<file path="src/rtl/scm_pkg.sv">
// Shared definitions for the scm statistics run sequencer: run states, register map,
// STATUS layout and small arithmetic helpers.
package scm_pkg;

  localparam logic [3:0] SCM_LMID = 4'd7;

  typedef enum logic [2:0] {
    ST_IDLE   = 3'd0,
    ST_CLEAR  = 3'd1,
    ST_WARMUP = 3'd2,
    ST_RUN    = 3'd3,
    ST_DRAIN  = 3'd4,
    ST_DONE   = 3'd5
  } run_state_e;

  localparam logic [1:0] REG_CTRL    = 2'd0;
  localparam logic [1:0] REG_RUN_LEN = 2'd1;
  localparam logic [1:0] REG_WARMUP  = 2'd2;
  localparam logic [1:0] REG_STATUS  = 2'd3;

  localparam int unsigned CTRL_START_BIT = 0;
  localparam int unsigned CTRL_ABORT_BIT = 1;

  localparam int unsigned ST_ERR_BIT     = 0;
  localparam int unsigned ST_BUSY_BIT    = 1;
  localparam int unsigned ST_DONE_BIT    = 2;
  localparam int unsigned ST_STATE_LSB   = 3;
  localparam int unsigned ST_TIMEOUT_BIT = 31;

  typedef struct packed {
    logic       timeout;
    logic [2:0] state;
    logic       done;
    logic       busy;
    logic       err;
  } run_status_t;

  function automatic logic [31:0] pack_status(input run_status_t s);
    logic [31:0] r;
    r                     = '0;
    r[ST_TIMEOUT_BIT]     = s.timeout;
    r[ST_STATE_LSB +: 3]  = s.state;
    r[ST_DONE_BIT]        = s.done;
    r[ST_BUSY_BIT]        = s.busy;
    r[ST_ERR_BIT]         = s.err;
    return r;
  endfunction

  function automatic logic [31:0] sat_inc(input logic [31:0] v);
    return (v == '1) ? v : v + 32'd1;
  endfunction

endpackage

</file>
<file path="src/rtl/scm_run_regfile.sv">
// Register decode and readback for the run sequencer: CTRL strobes, RUN_LEN/WARMUP
// storage and STATUS readback with a one-cycle registered read response.
module scm_run_regfile
  import scm_pkg::*;
#(
  parameter logic [31:0] BASE_ADDR = 32'h7000_0010
) (
  input  logic        clk,
  input  logic        rst_n,
  input  logic        cfg_wr,
  input  logic        cfg_rd,
  input  logic [31:0] cfg_addr,
  input  logic [31:0] cfg_wdata,
  output logic [31:0] cfg_rdata,
  output logic        cfg_rd_valid,
  input  run_status_t status,
  output logic        start_req,
  output logic        abort_req,
  output logic [31:0] run_len,
  output logic [31:0] warmup
);

  logic [31:0] offset;
  logic        hit;
  logic [1:0]  sel;
  logic [31:0] run_len_q, run_len_d;
  logic [31:0] warmup_q, warmup_d;
  logic [31:0] rdata_q, rdata_d;
  logic        rd_valid_q, rd_valid_d;

  always_comb begin
    // Subtract-and-test keeps the window correct for any BASE_ADDR alignment.
    offset    = cfg_addr - BASE_ADDR;
    hit       = (offset[31:2] == '0);
    sel       = offset[1:0];
    start_req = cfg_wr && hit && (sel == REG_CTRL) &&
                cfg_wdata[CTRL_START_BIT] && !cfg_wdata[CTRL_ABORT_BIT];
    abort_req = cfg_wr && hit && (sel == REG_CTRL) && cfg_wdata[CTRL_ABORT_BIT];

    run_len_d = run_len_q;
    warmup_d  = warmup_q;
    if (cfg_wr && hit && (sel == REG_RUN_LEN)) run_len_d = cfg_wdata;
    if (cfg_wr && hit && (sel == REG_WARMUP))  warmup_d  = cfg_wdata;

    rd_valid_d = cfg_rd;
    rdata_d    = '0;
    if (cfg_rd && hit) begin
      case (sel)
        REG_RUN_LEN: rdata_d = run_len_q;
        REG_WARMUP:  rdata_d = warmup_q;
        REG_STATUS:  rdata_d = pack_status(status);
        default:     rdata_d = '0;
      endcase
    end
  end

  always_ff @(posedge clk) begin
    if (!rst_n) begin
      run_len_q  <= '0;
      warmup_q   <= '0;
      rdata_q    <= '0;
      rd_valid_q <= 1'b0;
    end else begin
      run_len_q  <= run_len_d;
      warmup_q   <= warmup_d;
      rdata_q    <= rdata_d;
      rd_valid_q <= rd_valid_d;
    end
  end

  assign run_len      = run_len_q;
  assign warmup       = warmup_q;
  assign cfg_rdata    = rdata_q;
  assign cfg_rd_valid = rd_valid_q;

endmodule

</file>
<file path="src/rtl/scm_run_sched.sv">
// Sequences one scm statistics run: CLEAR -> WARMUP -> RUN -> DRAIN -> DONE,
// driving counter clear, generator enable and the sent_start/sent_end window.
module scm_run_sched
  import scm_pkg::*;
#(
  parameter logic [31:0] BASE_ADDR     = 32'h7000_0010,
  parameter int unsigned CLR_CYCLES    = 4,
  parameter int unsigned DRAIN_TIMEOUT = 1024
) (
  input  logic        clk,
  input  logic        rst_n,
  input  logic        cfg_wr,
  input  logic        cfg_rd,
  input  logic [31:0] cfg_addr,
  input  logic [31:0] cfg_wdata,
  output logic [31:0] cfg_rdata,
  output logic        cfg_rd_valid,
  input  logic        scm_idle,
  output logic        stat_reset,
  output logic        gen_en,
  output logic        sent_start,
  output logic        sent_end,
  output logic        run_busy
);

  run_state_e  state_q, state_d;
  logic [31:0] cnt_q, cnt_d;
  logic [31:0] run_len_lat_q, run_len_lat_d;
  logic [31:0] warmup_lat_q, warmup_lat_d;
  logic        err_q, err_d;
  logic        timeout_q, timeout_d;
  logic        stat_reset_q, stat_reset_d;
  logic        gen_en_q, gen_en_d;
  logic        sent_start_q, sent_start_d;
  logic        sent_end_q, sent_end_d;
  logic        run_busy_q, run_busy_d;
  logic        start_req, abort_req, drain_exit;
  logic [31:0] run_len, warmup;
  run_status_t status;

  always_comb begin
    status.timeout = timeout_q;
    status.state   = state_q;
    status.done    = (state_q == ST_DONE);
    status.busy    = run_busy_q;
    status.err     = err_q;
  end

  scm_run_regfile #(
    .BASE_ADDR (BASE_ADDR)
  ) u_regfile (
    .clk          (clk),
    .rst_n        (rst_n),
    .cfg_wr       (cfg_wr),
    .cfg_rd       (cfg_rd),
    .cfg_addr     (cfg_addr),
    .cfg_wdata    (cfg_wdata),
    .cfg_rdata    (cfg_rdata),
    .cfg_rd_valid (cfg_rd_valid),
    .status       (status),
    .start_req    (start_req),
    .abort_req    (abort_req),
    .run_len      (run_len),
    .warmup       (warmup)
  );

  always_comb begin
    state_d       = state_q;
    cnt_d         = sat_inc(cnt_q);
    run_len_lat_d = run_len_lat_q;
    warmup_lat_d  = warmup_lat_q;
    err_d         = err_q;
    timeout_d     = timeout_q;
    drain_exit    = 1'b0;

    case (state_q)
      ST_IDLE, ST_DONE: begin
        if (start_req) begin
          if (run_len != '0) begin
            state_d       = ST_CLEAR;
            cnt_d         = '0;
            run_len_lat_d = run_len;
            warmup_lat_d  = warmup;
            err_d         = 1'b0;
            timeout_d     = 1'b0;
          end else begin
            err_d = 1'b1;
          end
        end
      end
      ST_CLEAR: begin
        if (abort_req) begin
          state_d = ST_DRAIN;
          cnt_d   = '0;
        end else if (cnt_q == 32'(CLR_CYCLES - 1)) begin
          state_d = ST_WARMUP;
          cnt_d   = '0;
        end
      end
      ST_WARMUP: begin
        // A zero warm-up still spends one cycle here, same as a warm-up of one.
        if (abort_req) begin
          state_d = ST_DRAIN;
          cnt_d   = '0;
        end else if ((warmup_lat_q == '0) || (cnt_q == warmup_lat_q - 32'd1)) begin
          state_d = ST_RUN;
          cnt_d   = '0;
        end
      end
      ST_RUN: begin
        if (abort_req || (cnt_q == run_len_lat_q - 32'd1)) begin
          state_d = ST_DRAIN;
          cnt_d   = '0;
        end
      end
      ST_DRAIN: begin
        if (scm_idle) begin
          state_d    = ST_DONE;
          drain_exit = 1'b1;
        end else if (cnt_q == 32'(DRAIN_TIMEOUT - 1)) begin
          state_d    = ST_DONE;
          drain_exit = 1'b1;
          timeout_d  = 1'b1;
        end
      end
      default: state_d = ST_IDLE;
    endcase

    if (start_req && (state_q inside {ST_CLEAR, ST_WARMUP, ST_RUN, ST_DRAIN})) err_d = 1'b1;

    stat_reset_d = (state_d == ST_CLEAR);
    gen_en_d     = (state_d == ST_WARMUP) || (state_d == ST_RUN);
    sent_start_d = (state_d == ST_RUN) || (state_d == ST_DRAIN);
    sent_end_d   = drain_exit;
    run_busy_d   = (state_d != ST_IDLE) && (state_d != ST_DONE);
  end

  always_ff @(posedge clk) begin
    if (!rst_n) begin
      state_q       <= ST_IDLE;
      cnt_q         <= '0;
      run_len_lat_q <= '0;
      warmup_lat_q  <= '0;
      err_q         <= 1'b0;
      timeout_q     <= 1'b0;
      stat_reset_q  <= 1'b0;
      gen_en_q      <= 1'b0;
      sent_start_q  <= 1'b0;
      sent_end_q    <= 1'b0;
      run_busy_q    <= 1'b0;
    end else begin
      state_q       <= state_d;
      cnt_q         <= cnt_d;
      run_len_lat_q <= run_len_lat_d;
      warmup_lat_q  <= warmup_lat_d;
      err_q         <= err_d;
      timeout_q     <= timeout_d;
      stat_reset_q  <= stat_reset_d;
      gen_en_q      <= gen_en_d;
      sent_start_q  <= sent_start_d;
      sent_end_q    <= sent_end_d;
      run_busy_q    <= run_busy_d;
    end
  end

  assign stat_reset = stat_reset_q;
  assign gen_en     = gen_en_q;
  assign sent_start = sent_start_q;
  assign sent_end   = sent_end_q;
  assign run_busy   = run_busy_q;

endmodule

</file>
<file path="config.mk">
export PLATFORM = sky130hd
export DESIGN_NAME = scm_run_sched
export DESIGN_NICKNAME = d
export VERILOG_FILES = /design/src/rtl/scm_pkg.sv /design/src/rtl/scm_run_regfile.sv /design/src/rtl/scm_run_sched.sv
export SDC_FILE = /design/constraint.sdc
export NUM_CORES = 1
export LEC_CHECK = 0
export CAP_MARGIN = 10
export CORE_MARGIN = 1.5
export CORE_UTILIZATION = 55
export CTS_CLUSTER_DIAMETER = 100
export CTS_CLUSTER_SIZE = 28
export DETAILED_ROUTE_END_ITERATION = 10
export PLACE_DENSITY_LB_ADDON = 0.15
export SYNTH_ARGS = -nofsm -noshare
export SYNTH_HDL_FRONTEND = slang
export SYNTH_HIERARCHICAL = 1
export SYNTH_SLANG_ARGS = --single-unit
</file>
<file path="constraint.sdc">
create_clock -name clk -period 12.71 [get_ports clk]
set_clock_uncertainty 0.2 [all_clocks]
set_input_delay 2.542 -clock clk [delete_from_list [all_inputs] [get_ports clk]]
set_output_delay 2.542 -clock clk [all_outputs]
set_load 0.02 [all_outputs]
</file>
==> reports/summary.txt, run 1 <==
Outcome - finished clean
Clock sinks - 203
Multi-input logic area - 0.00609 sq mm
RSZ-0062 raised after global routing - no
Met3 routed WL - 1770 microns
TritonCTS clock tree - yes
Gr usage total - 0.271
Root Driver - clkbuf_16
Total setup buffers inserted after CTS - 0
Largest net degree at the start of global routing - 72
Critical path required time - 12.84 ns
Detailed Route WL - 27300 microns
Max clock buf depth - 3
Clock share of power - 0.349
Part of the power in registers - 0.605
Util after Layout - 0.635
H-tree lvl count - 1
Switch Pwr - 231 uW
Worst skew pair latency - 0.48 ns
Crit path max-delay family - simple AND/OR/NAND/NOR gates
Period utilization - 0.528
Most instantiated library cell after synthesis - dfxtp_1
DRT iter0 DRCs - 794
DP HPWL - 20000 microns
Ys async rst share - 0
Nets - 1356
Syn Area/Cell - 8.54 sq um
TritonRoute pass-1 iters - 5
Top cells by count, synth - dfxtp_1, nand2_1, nor2_1
Max Freq - 149 MHz
Total core area - 0.0188 sq mm
Die span in x - 142 microns
Yosys cell types - 81
Setup crit start kind - input pin
Synth warn - 6
First-pass GRT wire length - 44200 microns
Vias in the first global route - 8510
Placed instance count - 1530
Gates resized, CTS repair - 0
CP Cell Sequence - clkdlybuf4s50_1 > nor4_1 > nand4_1 > or3_4 > a211o_1 > nor4b_1 > and3b_1 > o21ai_0 > or3_2 > a32oi_1 > nor2_1
# diodes - 0
Die area - 0.0202 sq mm
Reg area - 0.00406 sq mm
Period minus WS final - 6.71 ns
Total power - 1.06 mW
Antenna violations before repair - 0
Most area-hungry cell type in the Yosys netlist - dfxtp_1
Pre-CTS setup slack - 5.58 ns
Worst Setup End Kind - register
Slowest stage delay, CP - 0.99 ns
Pwr Density - 88.2 mW/mm^2
Placer congestion estimate - 0.953
Vias per cell - 5.92
P_leak - 4.11 nW
Stages on worst setup path - 11
Remaining Overflow, GRT - 0
Highest routing layer actually used - met4
Row count - 50
Mapped Area - 0.0106 sq mm
Top cells by area, synth - dfxtp_1, mux2i_1, nand2_1
Drc violations - 0
Cells after Synth - 1244
Int Power - 825 uW
Post-synth EDFFs - 0
CP Class - input pin to register
TritonCTS buffer count - 11
Worst hold path type - register to register
Critical Path AT - 6.84 ns
Seq/Total Area, Yosys - 0.383
Max-slew headroom - 0.205
Total number of vias - 9145
Clk slew on worst S/H paths - 0.10 ns
Average wire per standard cell - 17.7 microns
Count of final max-slew check failures - 0
CP max FO - 65
Met2 WL - 11700 microns
Hold path depth - 2
Cts hold-fix bufs - 0
DRT antenna net count - 0
Slowest cell on the critical path - or3_2
Final hold violations - 0
Worst setup margin - 6.00 ns
MaxCap Viol Count - 0
Final TNS setup - 0 ns
# setup viols final - 0
Starting Density - 0.564
Worst r2r path cells - 11
Die Y-Extent - 142 microns
Maximum vdd drop - 0.0840 mV
Yosys top cell area share - 0.383
Layout Cells excl Fill - 1544
Port Buffers - 106
Worst slew pin tran - 1.19 ns
Placed cell areas - 0.0117 sq mm
Worst Path Buf+Inv - 1
Synthesized flop and latch total - 203
Routed length on met1 - 13100 microns
Comb power frac - 0.046
Fillers - 1656
Top-Level Pins - 107
Post-synth net total - 1317
P&R area growth vs syn - 12.7%
Sw Ratio - 0.219
Hold slack - 0.279 ns
Main synth FF type - dfxtp_1
Final instance area - 0.0120 sq mm
Layout cells sized above 1 - 0.0537
registers in the layout (all words and copies together), names as in the netlist:
register and flops:
u_regfile/warmup 32, gen_en 1, u_regfile/cfg_rdata 32, sent_end 1, state_q 3, stat_reset 1, sent_start 1, timeout_q 1
warmup_lat_q 32, run_len_lat_q 32, u_regfile/cfg_rd_valid 1, err_q 1, cnt_q 32, run_busy 1, u_regfile/run_len 32
tightest hold or removal path: stages, from the launching register on:
cell	delay, ns
dfxtp_1	0.35
nand2_1	0.06
a21oi_1	0.05
power by group through the flow:
stage | logic (mW) | clock network, mW | registers, mW
4_1_cts | 0.0484 | 0.377 | 0.639
3_3_place_gp | 0.0479 | 0 | 0.653
3_5_place_dp | 0.0483 | 0 | 0.653
5_1_grt | 0.0523 | 0.402 | 0.639
6_report | 0.0485 | 0.369 | 0.639
2_1_floorplan | 0.0202 | 0 | 0.652
kinds of logic after synthesis:
logic type / share of synthesized area
simple gates: 0.277
flops: 0.383
compound gates: 0.127
xor+xnor: 0.0899
buf+inv: 0.0451
mux: 0.0745
fa+ha+maj: 0.00471
final timing paths:
| path | startpoint | to | slack (ns) |
|---|---|---|---|
| setup / recovery | cfg_addr[15] | timeout_q$_SDFFE_PN0P_ | 6.00 |
| hold / removal | u_regfile/warmup[4]$_SDFFE_PN0P_ | warmup_lat_q[4]$_SDFFE_PN0P_ | 0.28 |
| setup reg to reg | warmup_lat_q[4]$_SDFFE_PN0P_ | cnt_q[7]$_SDFF_PN0_ | 8.38 |
| hold reg to reg | u_regfile/warmup[4]$_SDFFE_PN0P_ | warmup_lat_q[4]$_SDFFE_PN0P_ | 0.28 |
layer usage:
layer,vias to the layer above,global-route usage
li1,4456,-
met5,-,0
met3,39,0.0320
met2,313,0.407
met4,0,0.0716
met1,4337,0.410
cell usage in the layout, fill, tap and decap left out, types with 33 or more instances in the layout:
cell,instances
a21oi_1,83
a22oi_1,33
clkdlybuf4s50_1,105
dfxtp_1,203
mux2i_1,70
nand2_1,154
nor2_1,108
nor2b_1,68
nor4_1,34
xnor2_1,58
xor2_1,51
cell type report:
| class | instances | area share |
|---|---|---|
| Timing Repair Buffer | 114 | 0.0933 |
| Inverter | 18 | 0.00565 |
| Tap cell | 260 | 0.0272 |
| Sequential cell | 203 | 0.340 |
| Clock buffer | 11 | 0.0230 |
| Multi-Input combinational cell | 935 | 0.509 |
| Clock inverter | 3 | 0.00209 |
(Power assumes the default switching activity.)
==> run 2: changes to the inputs <==
--- a/config.mk
+++ b/config.mk
@@ -7,7 +7,7 @@
 export LEC_CHECK = 0
 export CAP_MARGIN = 10
 export CORE_MARGIN = 1.5
-export CORE_UTILIZATION = 55
+export CORE_UTILIZATION = 52
 export CTS_CLUSTER_DIAMETER = 100
 export CTS_CLUSTER_SIZE = 28
 export DETAILED_ROUTE_END_ITERATION = 10
==> constraint.sdc (replaced) <==
create_clock -name clk -period 6.1 [get_ports clk]
set_clock_uncertainty 0.2 [all_clocks]
set_input_delay 1.22 -clock clk [delete_from_list [all_inputs] [get_ports clk]]
set_output_delay 1.22 -clock clk [all_outputs]
set_load 0.02 [all_outputs]
==> reports/summary.txt, run 2 (synthesis gave the netlist of run 1 again) <==
DRT antenna net count - 0 (unchanged)
Hold path depth - 2 (unchanged)
Final hold violations - 0 (unchanged)
DP HPWL - 20000 microns (about the same)
Worst skew pair latency - 0.48 ns (about the same)
Period minus WS final - 5.16 ns
Fillers - 1825 (was 1656)
Worst setup margin - 0.939 ns (was 6.00 ns)
Outcome - finished clean (unchanged)
First-pass GRT wire length - 44900 microns (was 44200 microns)
Total setup buffers inserted after CTS - 0 (unchanged)
Max Freq - 194 MHz
Drc violations - 0 (unchanged)
Placed cell areas - 0.0117 sq mm (about the same)
Period utilization - 0.846
Cts hold-fix bufs - 0 (unchanged)
TritonCTS clock tree - yes (unchanged)
H-tree lvl count - 1 (unchanged)
Slowest stage delay, CP - 0.52 ns (was 0.99 ns)
RSZ-0062 raised after global routing - no (unchanged)
Hold EP - warmup_lat_q[7]$_SDFFE_PN0P_ (was warmup_lat_q[4]$_SDFFE_PN0P_)
Hold path start - u_regfile/warmup[7]$_SDFFE_PN0P_ (was u_regfile/warmup[4]$_SDFFE_PN0P_)
Top-Level Pins - 107 (unchanged)
Final instance area - 0.0120 sq mm (about the same)
Row count - 52 (was 50)
Layout cells sized above 1 - 0.0552 (was 0.0537)
Pwr Density - 183 mW/mm^2 (was 88.2 mW/mm^2)
DRT iter0 DRCs - 743 (was 794)
Total number of vias - 9189 (was 9145)
Setup crit start kind - input pin (unchanged)
Worst r2r path cells - 13 (was 11)
R2r startpoint - warmup_lat_q[0]$_SDFFE_PN0P_ (was warmup_lat_q[4]$_SDFFE_PN0P_)
Largest net degree at the start of global routing - 72 (unchanged)
Gr usage total - 0.256 (was 0.271)
Gates resized, CTS repair - 0 (unchanged)
TritonCTS buffer count - 11 (unchanged)
Util after Layout - 0.597 (was 0.635)
Port Buffers - 106 (unchanged)
Critical R2R Capture - cnt_q[31]$_SDFF_PN0_ (was cnt_q[7]$_SDFF_PN0_)
Layout Cells excl Fill - 1556 (was 1544)
Total power - 2.20 mW (was 1.06 mW)
Critical Path AT - 5.29 ns (was 6.84 ns)
Worst slew pin tran - 1.18 ns (was 1.19 ns)
CP Class - input pin to register (unchanged)
Antenna violations before repair - 0 (unchanged)
Die span in x - 146 microns (was 142 microns)
P_leak - 4.11 nW (about the same)
TritonRoute pass-1 iters - 6 (was 5)
Maximum vdd drop - 0.148 mV (was 0.0840 mV)
CP dominant cell by count - or3_1
Die area - 0.0213 sq mm (was 0.0202 sq mm)
Slowest cell on the critical path - nor4b_1 (was or3_2)
# setup viols final - 0 (unchanged)
Placed instance count - 1542 (was 1530)
Root Driver - clkbuf_16 (unchanged)
Die Y-Extent - 146 microns (was 142 microns)
Detailed Route WL - 27600 microns (was 27300 microns)
Placer congestion estimate - 0.901 (was 0.953)
MaxCap Viol Count - 0 (unchanged)
Nets - 1358 (was 1356)
Clock sinks - 203 (unchanged)
Average wire per standard cell - 17.7 microns (about the same)
CP max FO - 65 (unchanged)
Hold slack - 0.278 ns (was 0.279 ns)
Stages on worst setup path - 12 (was 11)
Leading cell type in the layout, fill and taps excluded - dfxtp_1 (unchanged)
Clk slew on worst S/H paths - 0.11 ns (was 0.10 ns)
# diodes - 0 (unchanged)
Max clock buf depth - 3 (unchanged)
Worst Path Buf+Inv - 2 (was 1)
Starting Density - 0.528 (was 0.564)
Worst Setup End Kind - register (unchanged)
CP Cell Sequence - clkdlybuf4s50_1 > or3_1 > or3_1 > or3_4 > a211o_1 > nor4b_1 > and3b_1 > o21ai_0 > or3_2 > buf_4 > a32oi_1 > nor2_1 (was clkdlybuf4s50_1 > nor4_1 > nand4_1 > or3_4 > a211o_1 > nor4b_1 > and3b_1 > o21ai_0 > or3_2 > a32oi_1 > nor2_1)
Crit path max-delay family - simple AND/OR/NAND/NOR gates (unchanged)
Flop-to-flop setup slack - 1.98 ns (was 8.38 ns)
Max-slew headroom - 0.214 (was 0.205)
Count of final max-slew check failures - 0 (unchanged)
Pre-CTS setup slack - 0.529 ns (was 5.58 ns)
Total core area - 0.0201 sq mm (was 0.0188 sq mm)
Final TNS setup - 0 ns (unchanged)
Vias per cell - 5.91 (was 5.92)
Remaining Overflow, GRT - 0 (unchanged)
Vias in the first global route - 8426 (was 8510)
Worst hold path type - register to register (unchanged)
Critical path required time - 6.23 ns (was 12.84 ns)
P&R area growth vs syn - 13.1% (was 12.7%)
Leading cell types in the layout, fill and taps excluded - dfxtp_1, nand2_1, nor2_1 (unchanged)
-- run 2: cell types whose count changed in the layout (fill, tap and decap cells not counted) --
cell / delta
buf_12: +1
buf_4: +1
clkinv_8: +1
clkinvlp_4: +1
inv_6: -1
inv_8: -1
-- run 2: metal layers --
metal,global-route usage,share of wire,up-vias
li1,-,-,4465
met1,0.396,0.50,4419
met2,0.375,0.43,272
met3,0.0301,0.055,33
met4,0.0668,0.022,0
met5,0,0,-
-- run 2: power breakdown --
group          internal [mW]  switching (mW)  leakage (nW)
combinational         0.0558          0.0460          2.33
sequential              1.33         0.00396          1.63
clock                  0.335           0.432         0.147
-- run 2: worst max path at each step --
stage,from,to,slack [ns]
2_1_floorplan,cfg_addr[20],warmup_lat_q[7]$_SDFFE_PN0P_,1.55
3_5_place_dp,cfg_addr[20],timeout_q$_SDFFE_PN0P_,0.53
6_report,cfg_addr[20],timeout_q$_SDFFE_PN0P_,0.94
4_1_cts,cfg_addr[20],timeout_q$_SDFFE_PN0P_,1.02
3_3_place_gp,cfg_addr[20],timeout_q$_SDFFE_PN0P_,0.71
5_1_grt,cfg_addr[20],run_len_lat_q[26]$_SDFFE_PN0P_,0.78
-- run 2: cell type report --
type                            count  area, sq um  area share
Clock buffer                       11          275      0.0229
Clock inverter                      3         28.8     0.00240
Inverter                           18         67.6     0.00563
Multi-Input combinational cell    935         6090       0.507
Sequential cell                   203         4060       0.338
Tap cell                          270          338      0.0281
Timing Repair Buffer              116         1140      0.0952
-- run 2: worst reg2reg max path: stages, from the launching register on --
cell and delay [ns]:
dfxtp_1 0.39, inv_1 0.11, ha_1 0.18, nor3b_2 0.50
nand3_1 0.30, nor4_1 0.30, o211ai_1 0.16, a2111oi_0 0.50
nand4b_1 0.17, o31ai_2 0.43, o22ai_1 0.15, o21ai_2 0.15
buf_4 0.33, nor2_1 0.11
